**config.mk**
```make
export PLATFORM = sky130hd
export DESIGN_NAME = sram_arbiter_flat
export DESIGN_NICKNAME = d
export VERILOG_FILES = /design/src/rtl/sram_arbiter_if.sv /design/src/rtl/sram_arbiter.sv /design/src/flat_wrapper.sv
export SDC_FILE = /design/constraint.sdc
export NUM_CORES = 1
export LEC_CHECK = 0
export ABC_AREA = 1
export BUFFER_PORTS_ARGS = -buffer_cell sky130_fd_sc_hd__buf_2
export CAP_MARGIN = 20
export CORE_ASPECT_RATIO = 0.5
export CORE_MARGIN = 2
export CORE_UTILIZATION = 44
export CTS_CLUSTER_SIZE = 20
export DETAILED_ROUTE_END_ITERATION = 10
export PLACE_DENSITY = 0.85
export SYNTH_ARGS = -nofsm -noshare
export SYNTH_HDL_FRONTEND = slang
export SYNTH_SLANG_ARGS = --single-unit
```
**constraint.sdc**
```tcl
create_clock -name clk -period 2.8 [get_ports clk]
set_input_delay 0.42 -clock clk [delete_from_list [all_inputs] [get_ports clk]]
set_output_delay 0.42 -clock clk [all_outputs]
set_load 0.005 [all_outputs]
```
**src/rtl/sram_arbiter_if.sv**
```systemverilog
// Bus bundle between the two CPU masters, the arbiter and the single-port SRAM macro.
// slave = arbiter view, master = CPU view, mem = SRAM macro view.
interface sram_arbiter_if #(
    parameter int ADDR_W = 14,
    parameter int DATA_W = 32
);
    logic              m0_req;
    logic [ADDR_W-1:0] m0_addr;
    logic [3:0]        m0_web;
    logic [DATA_W-1:0] m0_wdata;
    logic              m0_gnt;
    logic              m0_rvalid;
    logic [DATA_W-1:0] m0_rdata;

    logic              m1_req;
    logic [ADDR_W-1:0] m1_addr;
    logic [3:0]        m1_web;
    logic [DATA_W-1:0] m1_wdata;
    logic              m1_gnt;
    logic              m1_rvalid;
    logic [DATA_W-1:0] m1_rdata;

    logic [ADDR_W-1:0] sram_A;
    logic [DATA_W-1:0] sram_DI;
    logic [DATA_W-1:0] sram_DO;
    logic [3:0]        sram_WEB;
    logic              sram_CS;
    logic              sram_OE;

    modport slave (
        input  m0_req, m0_addr, m0_web, m0_wdata,
        input  m1_req, m1_addr, m1_web, m1_wdata,
        input  sram_DO,
        output m0_gnt, m0_rvalid, m0_rdata,
        output m1_gnt, m1_rvalid, m1_rdata,
        output sram_A, sram_DI, sram_WEB, sram_CS, sram_OE
    );

    modport master (
        output m0_req, m0_addr, m0_web, m0_wdata,
        output m1_req, m1_addr, m1_web, m1_wdata,
        input  m0_gnt, m0_rvalid, m0_rdata,
        input  m1_gnt, m1_rvalid, m1_rdata
    );

    modport mem (
        input  sram_A, sram_DI, sram_WEB, sram_CS, sram_OE,
        output sram_DO
    );
endinterface

```
**src/rtl/sram_arbiter.sv**
```systemverilog
// Shares one single-port SRAM between fetch (m0) and load/store (m1) with a registered response.
// Define ARB_RR_EN for round-robin arbitration; default is m1 priority with an m0 starvation guard.
module sram_arbiter #(
    parameter int ADDR_W     = 14,
    parameter int DATA_W     = 32,
    parameter int STARVE_MAX = 4
) (
    input  logic           clk,
    input  logic           rst_n,
    sram_arbiter_if.slave  bus
);
    logic m0_win;
    logic m1_win;
    logic both_req;

    assign both_req = bus.m0_req && bus.m1_req;

`ifdef ARB_RR_EN
    // 0 = m0 was granted most recently, so m1 wins the first contention
    logic last_gnt;

    always_comb begin
        m0_win = 1'b0;
        m1_win = 1'b0;
        if (rst_n) begin
            if (both_req) begin
                m0_win = last_gnt;
                m1_win = !last_gnt;
            end else begin
                m0_win = bus.m0_req;
                m1_win = bus.m1_req;
            end
        end
    end

    always_ff @(posedge clk or negedge rst_n) begin
        if (!rst_n) begin
            last_gnt <= 1'b0;
        end else if (m1_win) begin
            last_gnt <= 1'b1;
        end else if (m0_win) begin
            last_gnt <= 1'b0;
        end
    end
`else
    logic [3:0] starve_cnt;
    logic       starved;

    assign starved = (starve_cnt == 4'(STARVE_MAX));

    always_comb begin
        m0_win = 1'b0;
        m1_win = 1'b0;
        if (rst_n) begin
            if (both_req) begin
                m0_win = starved;
                m1_win = !starved;
            end else begin
                m0_win = bus.m0_req;
                m1_win = bus.m1_req;
            end
        end
    end

    // Counts consecutive cycles m0 waited behind m1; saturates so m0 keeps its forced win
    always_ff @(posedge clk or negedge rst_n) begin
        if (!rst_n) begin
            starve_cnt <= 4'd0;
        end else if (m0_win || !bus.m0_req) begin
            starve_cnt <= 4'd0;
        end else if (m1_win && !starved) begin
            starve_cnt <= starve_cnt + 4'd1;
        end
    end
`endif

    assign bus.m0_gnt = m0_win;
    assign bus.m1_gnt = m1_win;

    always_comb begin
        bus.sram_CS  = 1'b0;
        bus.sram_OE  = 1'b0;
        bus.sram_WEB = 4'hF;
        bus.sram_A   = '0;
        bus.sram_DI  = '0;
        if (m1_win) begin
            bus.sram_CS  = 1'b1;
            bus.sram_OE  = 1'b1;
            bus.sram_WEB = bus.m1_web;
            bus.sram_A   = bus.m1_addr;
            bus.sram_DI  = bus.m1_wdata;
        end else if (m0_win) begin
            bus.sram_CS  = 1'b1;
            bus.sram_OE  = 1'b1;
            bus.sram_WEB = bus.m0_web;
            bus.sram_A   = bus.m0_addr;
            bus.sram_DI  = bus.m0_wdata;
        end
    end

    // Response stage: the macro output already carries the merged word on writes
    always_ff @(posedge clk or negedge rst_n) begin
        if (!rst_n) begin
            bus.m0_rvalid <= 1'b0;
            bus.m1_rvalid <= 1'b0;
            bus.m0_rdata  <= '0;
            bus.m1_rdata  <= '0;
        end else begin
            bus.m0_rvalid <= m0_win;
            bus.m1_rvalid <= m1_win;
            if (m0_win) begin
                bus.m0_rdata <= bus.sram_DO;
            end
            if (m1_win) begin
                bus.m1_rdata <= bus.sram_DO;
            end
        end
    end
endmodule

```
**src/flat_wrapper.sv**
```systemverilog
// flat-port wrapper written by rule: the top's interface ports become plain ports
module sram_arbiter_flat 
#(
    parameter int ADDR_W     = 14,
    parameter int DATA_W     = 32,
    parameter int STARVE_MAX = 4
)
  (clk, rst_n, bus_m0_req, bus_m0_addr, bus_m0_web, bus_m0_wdata, bus_m1_req, bus_m1_addr, bus_m1_web, bus_m1_wdata, bus_sram_DO, bus_m0_gnt, bus_m0_rvalid, bus_m0_rdata, bus_m1_gnt, bus_m1_rvalid, bus_m1_rdata, bus_sram_A, bus_sram_DI, bus_sram_WEB, bus_sram_CS, bus_sram_OE);
  sram_arbiter_if #(.ADDR_W(ADDR_W), .DATA_W(DATA_W)) bus_i ();
  input  logic clk;
  input  logic rst_n;
  input wire logic [$bits(bus_i.m0_req)-1:0] bus_m0_req;
  input wire logic [$bits(bus_i.m0_addr)-1:0] bus_m0_addr;
  input wire logic [$bits(bus_i.m0_web)-1:0] bus_m0_web;
  input wire logic [$bits(bus_i.m0_wdata)-1:0] bus_m0_wdata;
  input wire logic [$bits(bus_i.m1_req)-1:0] bus_m1_req;
  input wire logic [$bits(bus_i.m1_addr)-1:0] bus_m1_addr;
  input wire logic [$bits(bus_i.m1_web)-1:0] bus_m1_web;
  input wire logic [$bits(bus_i.m1_wdata)-1:0] bus_m1_wdata;
  input wire logic [$bits(bus_i.sram_DO)-1:0] bus_sram_DO;
  output wire logic [$bits(bus_i.m0_gnt)-1:0] bus_m0_gnt;
  output wire logic [$bits(bus_i.m0_rvalid)-1:0] bus_m0_rvalid;
  output wire logic [$bits(bus_i.m0_rdata)-1:0] bus_m0_rdata;
  output wire logic [$bits(bus_i.m1_gnt)-1:0] bus_m1_gnt;
  output wire logic [$bits(bus_i.m1_rvalid)-1:0] bus_m1_rvalid;
  output wire logic [$bits(bus_i.m1_rdata)-1:0] bus_m1_rdata;
  output wire logic [$bits(bus_i.sram_A)-1:0] bus_sram_A;
  output wire logic [$bits(bus_i.sram_DI)-1:0] bus_sram_DI;
  output wire logic [$bits(bus_i.sram_WEB)-1:0] bus_sram_WEB;
  output wire logic [$bits(bus_i.sram_CS)-1:0] bus_sram_CS;
  output wire logic [$bits(bus_i.sram_OE)-1:0] bus_sram_OE;
  assign bus_i.m0_req = bus_m0_req;
  assign bus_i.m0_addr = bus_m0_addr;
  assign bus_i.m0_web = bus_m0_web;
  assign bus_i.m0_wdata = bus_m0_wdata;
  assign bus_i.m1_req = bus_m1_req;
  assign bus_i.m1_addr = bus_m1_addr;
  assign bus_i.m1_web = bus_m1_web;
  assign bus_i.m1_wdata = bus_m1_wdata;
  assign bus_i.sram_DO = bus_sram_DO;
  assign bus_m0_gnt = bus_i.m0_gnt;
  assign bus_m0_rvalid = bus_i.m0_rvalid;
  assign bus_m0_rdata = bus_i.m0_rdata;
  assign bus_m1_gnt = bus_i.m1_gnt;
  assign bus_m1_rvalid = bus_i.m1_rvalid;
  assign bus_m1_rdata = bus_i.m1_rdata;
  assign bus_sram_A = bus_i.sram_A;
  assign bus_sram_DI = bus_i.sram_DI;
  assign bus_sram_WEB = bus_i.sram_WEB;
  assign bus_sram_CS = bus_i.sram_CS;
  assign bus_sram_OE = bus_i.sram_OE;
  sram_arbiter #(.ADDR_W(ADDR_W), .DATA_W(DATA_W), .STARVE_MAX(STARVE_MAX)) u_core (.clk(clk), .rst_n(rst_n), .bus(bus_i));
endmodule
```
==> run_results.csv <==
group,metric,value,unit
synthesis,ys_warn_count,0,
clocking,cts-root-buf,"clkbuf_16",
power,vdd_drop_max,0.472,mV
clocking,cts_hold_buf,0,
synthesis,synth_fp_nets,594,
sta,finalSetupViolations,0,
clocking,post_cts_buffers,0,
clocking,numCtsBuffers,9,
clocking,cts_resized,0,
synthesis,syn_area_per_cell,7.80,sq um
die,fp.coreArea,7910,sq um
die,dieHeight,67.6,microns
finish,num-fill-cells,666,
synthesis,ys_seq_area_share,49.2,%
sta,tightest_slew,902,ps
global_route,grt_pass1_vias,3253,
finish,final_cell_mix,"buf_2, nand2_1, dfrtp_1",
synthesis,synth.distinct_cells,19,
die,placementRows,23,
clocking,cts_tree,"built",
finish,mostFrequentLayoutCell,"buf_2",
synthesis,synth_top_cell_by_area,"dfrtp_1",
die,dieArea,8870,sq um
sta,skew,3.84,ps
sta,fmax,0.387,GHz
drt,ant_nets,0,
sta,tns,0,ps
drt,post_drt_wl_per_cell,14.1,microns
critical_path,slowest_delay,420,ps
global_route,grt_pass1_wl,16700,microns
drt,drt_first_pass_iters,5,
critical_path,crit_buf_inv,4,
drt,drt-total-wl,11500,microns
synthesis,synthCells,456,
drt,vias_per_cell,4.63,
sta,setup_ws,214,ps
power,power_density,573,nW/um^2
global_route,grt_start_max_net_pins,75,
global_route,grt_overflow,0,
synthesis,synth_seq_cells,70,
sta,fin_crit_sh,92.4,%
synthesis,synth_area_leaders,"dfrtp_1, nand2_1, inv_1, o21ai_2, o21ai_0",
place,gp_congestion,0.825,
critical_path,slowest_stage,"dfrtp_1",
synthesis,syn_area,3560,sq um
clocking,cts.sinks,70,
power,cellLeakagePower,3.15,nW
place,place_ws,587,ps
critical_path,critPathLaunchType,"flop",
die,die_w,131,microns
critical_path,crit_required,2380,ps
finish,nNetsFinal,839,
finish,num_antenna_cells,0,
sta,maxSlewViolCount,0,
run,maxCapViolations,0,
sta,slew_headroom,39.9,%
drt,vias,3784,
finish,fin_util,64.7,%
drt,drt_iter0_markers,299,
sta,rsz0062_at_grt,"no",
drt,drcViolationCount,0,
critical_path,crit_chain,"inv_1, ha_1, nand3_4, nand2_4, nand3_4, inv_2, buf_12, nand2_1, nand2_1, buf_2",
critical_path,arrival,2170,ps
sta,hold_viol_final,0,
clocking,clkSlewWorstSetupHoldPaths,50,ps
critical_path,crit_type,"reg -> out",
clocking,clk_latency,320,ps
critical_path,crit_family,"buffers and inverters",
place,portBuffers,255,
critical_path,cp_max_fo,34,
place,dp_hpwl,8790,microns
min_path,hold_class,"in -> reg",
finish,area_delta_synth_final,43.8,%
finish,drive_gt1_share,42.8,%
global_route,grtUsageTotal,24.5,%
synthesis,yosys.area.top_type_share,49.2,%
die,start_util,45.0,%
sta,min_period,2590,ps
die,io_pins,256,
clocking,clockBufferDepth,2,
clocking,htreeDepth,3,
global_route,antenna_found_initial,0,
status,status,"completed",
critical_path,end_kind,"output pin",
-- state kept, by name, indices dropped and copies added (netlist names) --
register	count
u_core.bus.m1_rdata	32
u_core.bus.m0_rvalid	1
u_core.bus.m1_rvalid	1
u_core.starve_cnt	4
u_core.bus.m0_rdata	32
-- area by class of cell --
| cell class | instances | area [sq um] | share of cell area (%) |
|---|---|---|---|
| sequential | 70 | 1750 | 34.2 |
| multi-input combinational | 306 | 1390 | 27.1 |
| timing repair buffer | 261 | 1350 | 26.4 |
| clock buffer | 11 | 243 | 4.74 |
| inverter | 53 | 199 | 3.89 |
| tap | 112 | 140 | 2.74 |
| clock inverter | 4 | 47.5 | 0.929 |
-- synthesized netlist by cell type --
cell,instances
nor2_1,3
buf_2,7
o21ai_0,34
inv_2,3
nand2_4,1
dfrtp_1,70
o21ai_1,11
inv_1,50
o21ai_2,20
nand3_1,3
xnor2_1,1
buf_6,12
nand2_1,221
a21oi_1,1
buf_4,6
nand4_1,7
clkbuf_1,2
ha_1,2
nand3_4,2
-- report_power, final --
part	internal (W)	switching [W]	total, W
Sequential	0.00114	0.0000743	0.00122
Clock	0.000705	0.000392	0.00110
Combinational	0.000287	0.000329	0.000617
-- path summary, 6_finish.rpt --
path | start | end | slack [ps] | cells after the start
worst min register to register | u_core.bus.m0_rdata[16]$_DFFE_PN0N_ | u_core.bus.m0_rdata[16]$_DFFE_PN0N_ | 480 | 2
max in group asynchronous | rst_n | u_core.bus.m1_rdata[24]$_DFFE_PN0P_ | 1840 | 2
min in group asynchronous | rst_n | u_core.bus.m1_rdata[19]$_DFFE_PN0P_ | 380 | 2
worst max register to register | u_core.starve_cnt[0]$_DFFE_PN0P_ | u_core.bus.m1_rdata[0]$_DFFE_PN0P_ | 1020 | 6
worst min-delay path | bus_sram_DO[6] | u_core.bus.m0_rdata[6]$_DFFE_PN0N_ | 350 | 3
worst max-delay path | u_core.starve_cnt[0]$_DFFE_PN0P_ | bus_sram_DI[27] | 210 | 10
-- worst reg2reg max path: stages, from the launching register on --
cell	delay [ps]
dfrtp_1	420
inv_1	70
ha_1	220
nand4_1	130
nand2_2	90
buf_4	490
o21ai_0	210
-- through the flow --
step	area, sq um	total power (W)	instances	hold WS [ps]
detailed placement	4830	0.00185	802	463
CTS	5120	0.00295	817	348
finish	5120	0.00293	817	353
global route	5120	0.00309	817	365
floorplan	3560	0.00150	456	124
global placement	4830	0.00183	802	462
-- cells by family after synthesis --
group	Yosys count	share of synthesized area, %
flip-flops	70	49.2
buffers and inverters	80	11.8
XOR/XNOR	1	0.246
AO/OA/AOI/OAI	66	11.4
adder cells (fa/ha/maj)	2	0.703
AND/OR/NAND/NOR	237	26.6
-- routing by layer --
metal  vias up  global-route usage, %  part of all wire, %
met5         -                      0                    0
met4         0                   6.11                  1.4
met3        16                   5.48                  8.0
met2       175                   38.8                   48
met1      1717                   34.8                   43
li1       1876                      -                    -
Note: power is estimated with default switching activity, not from simulation.
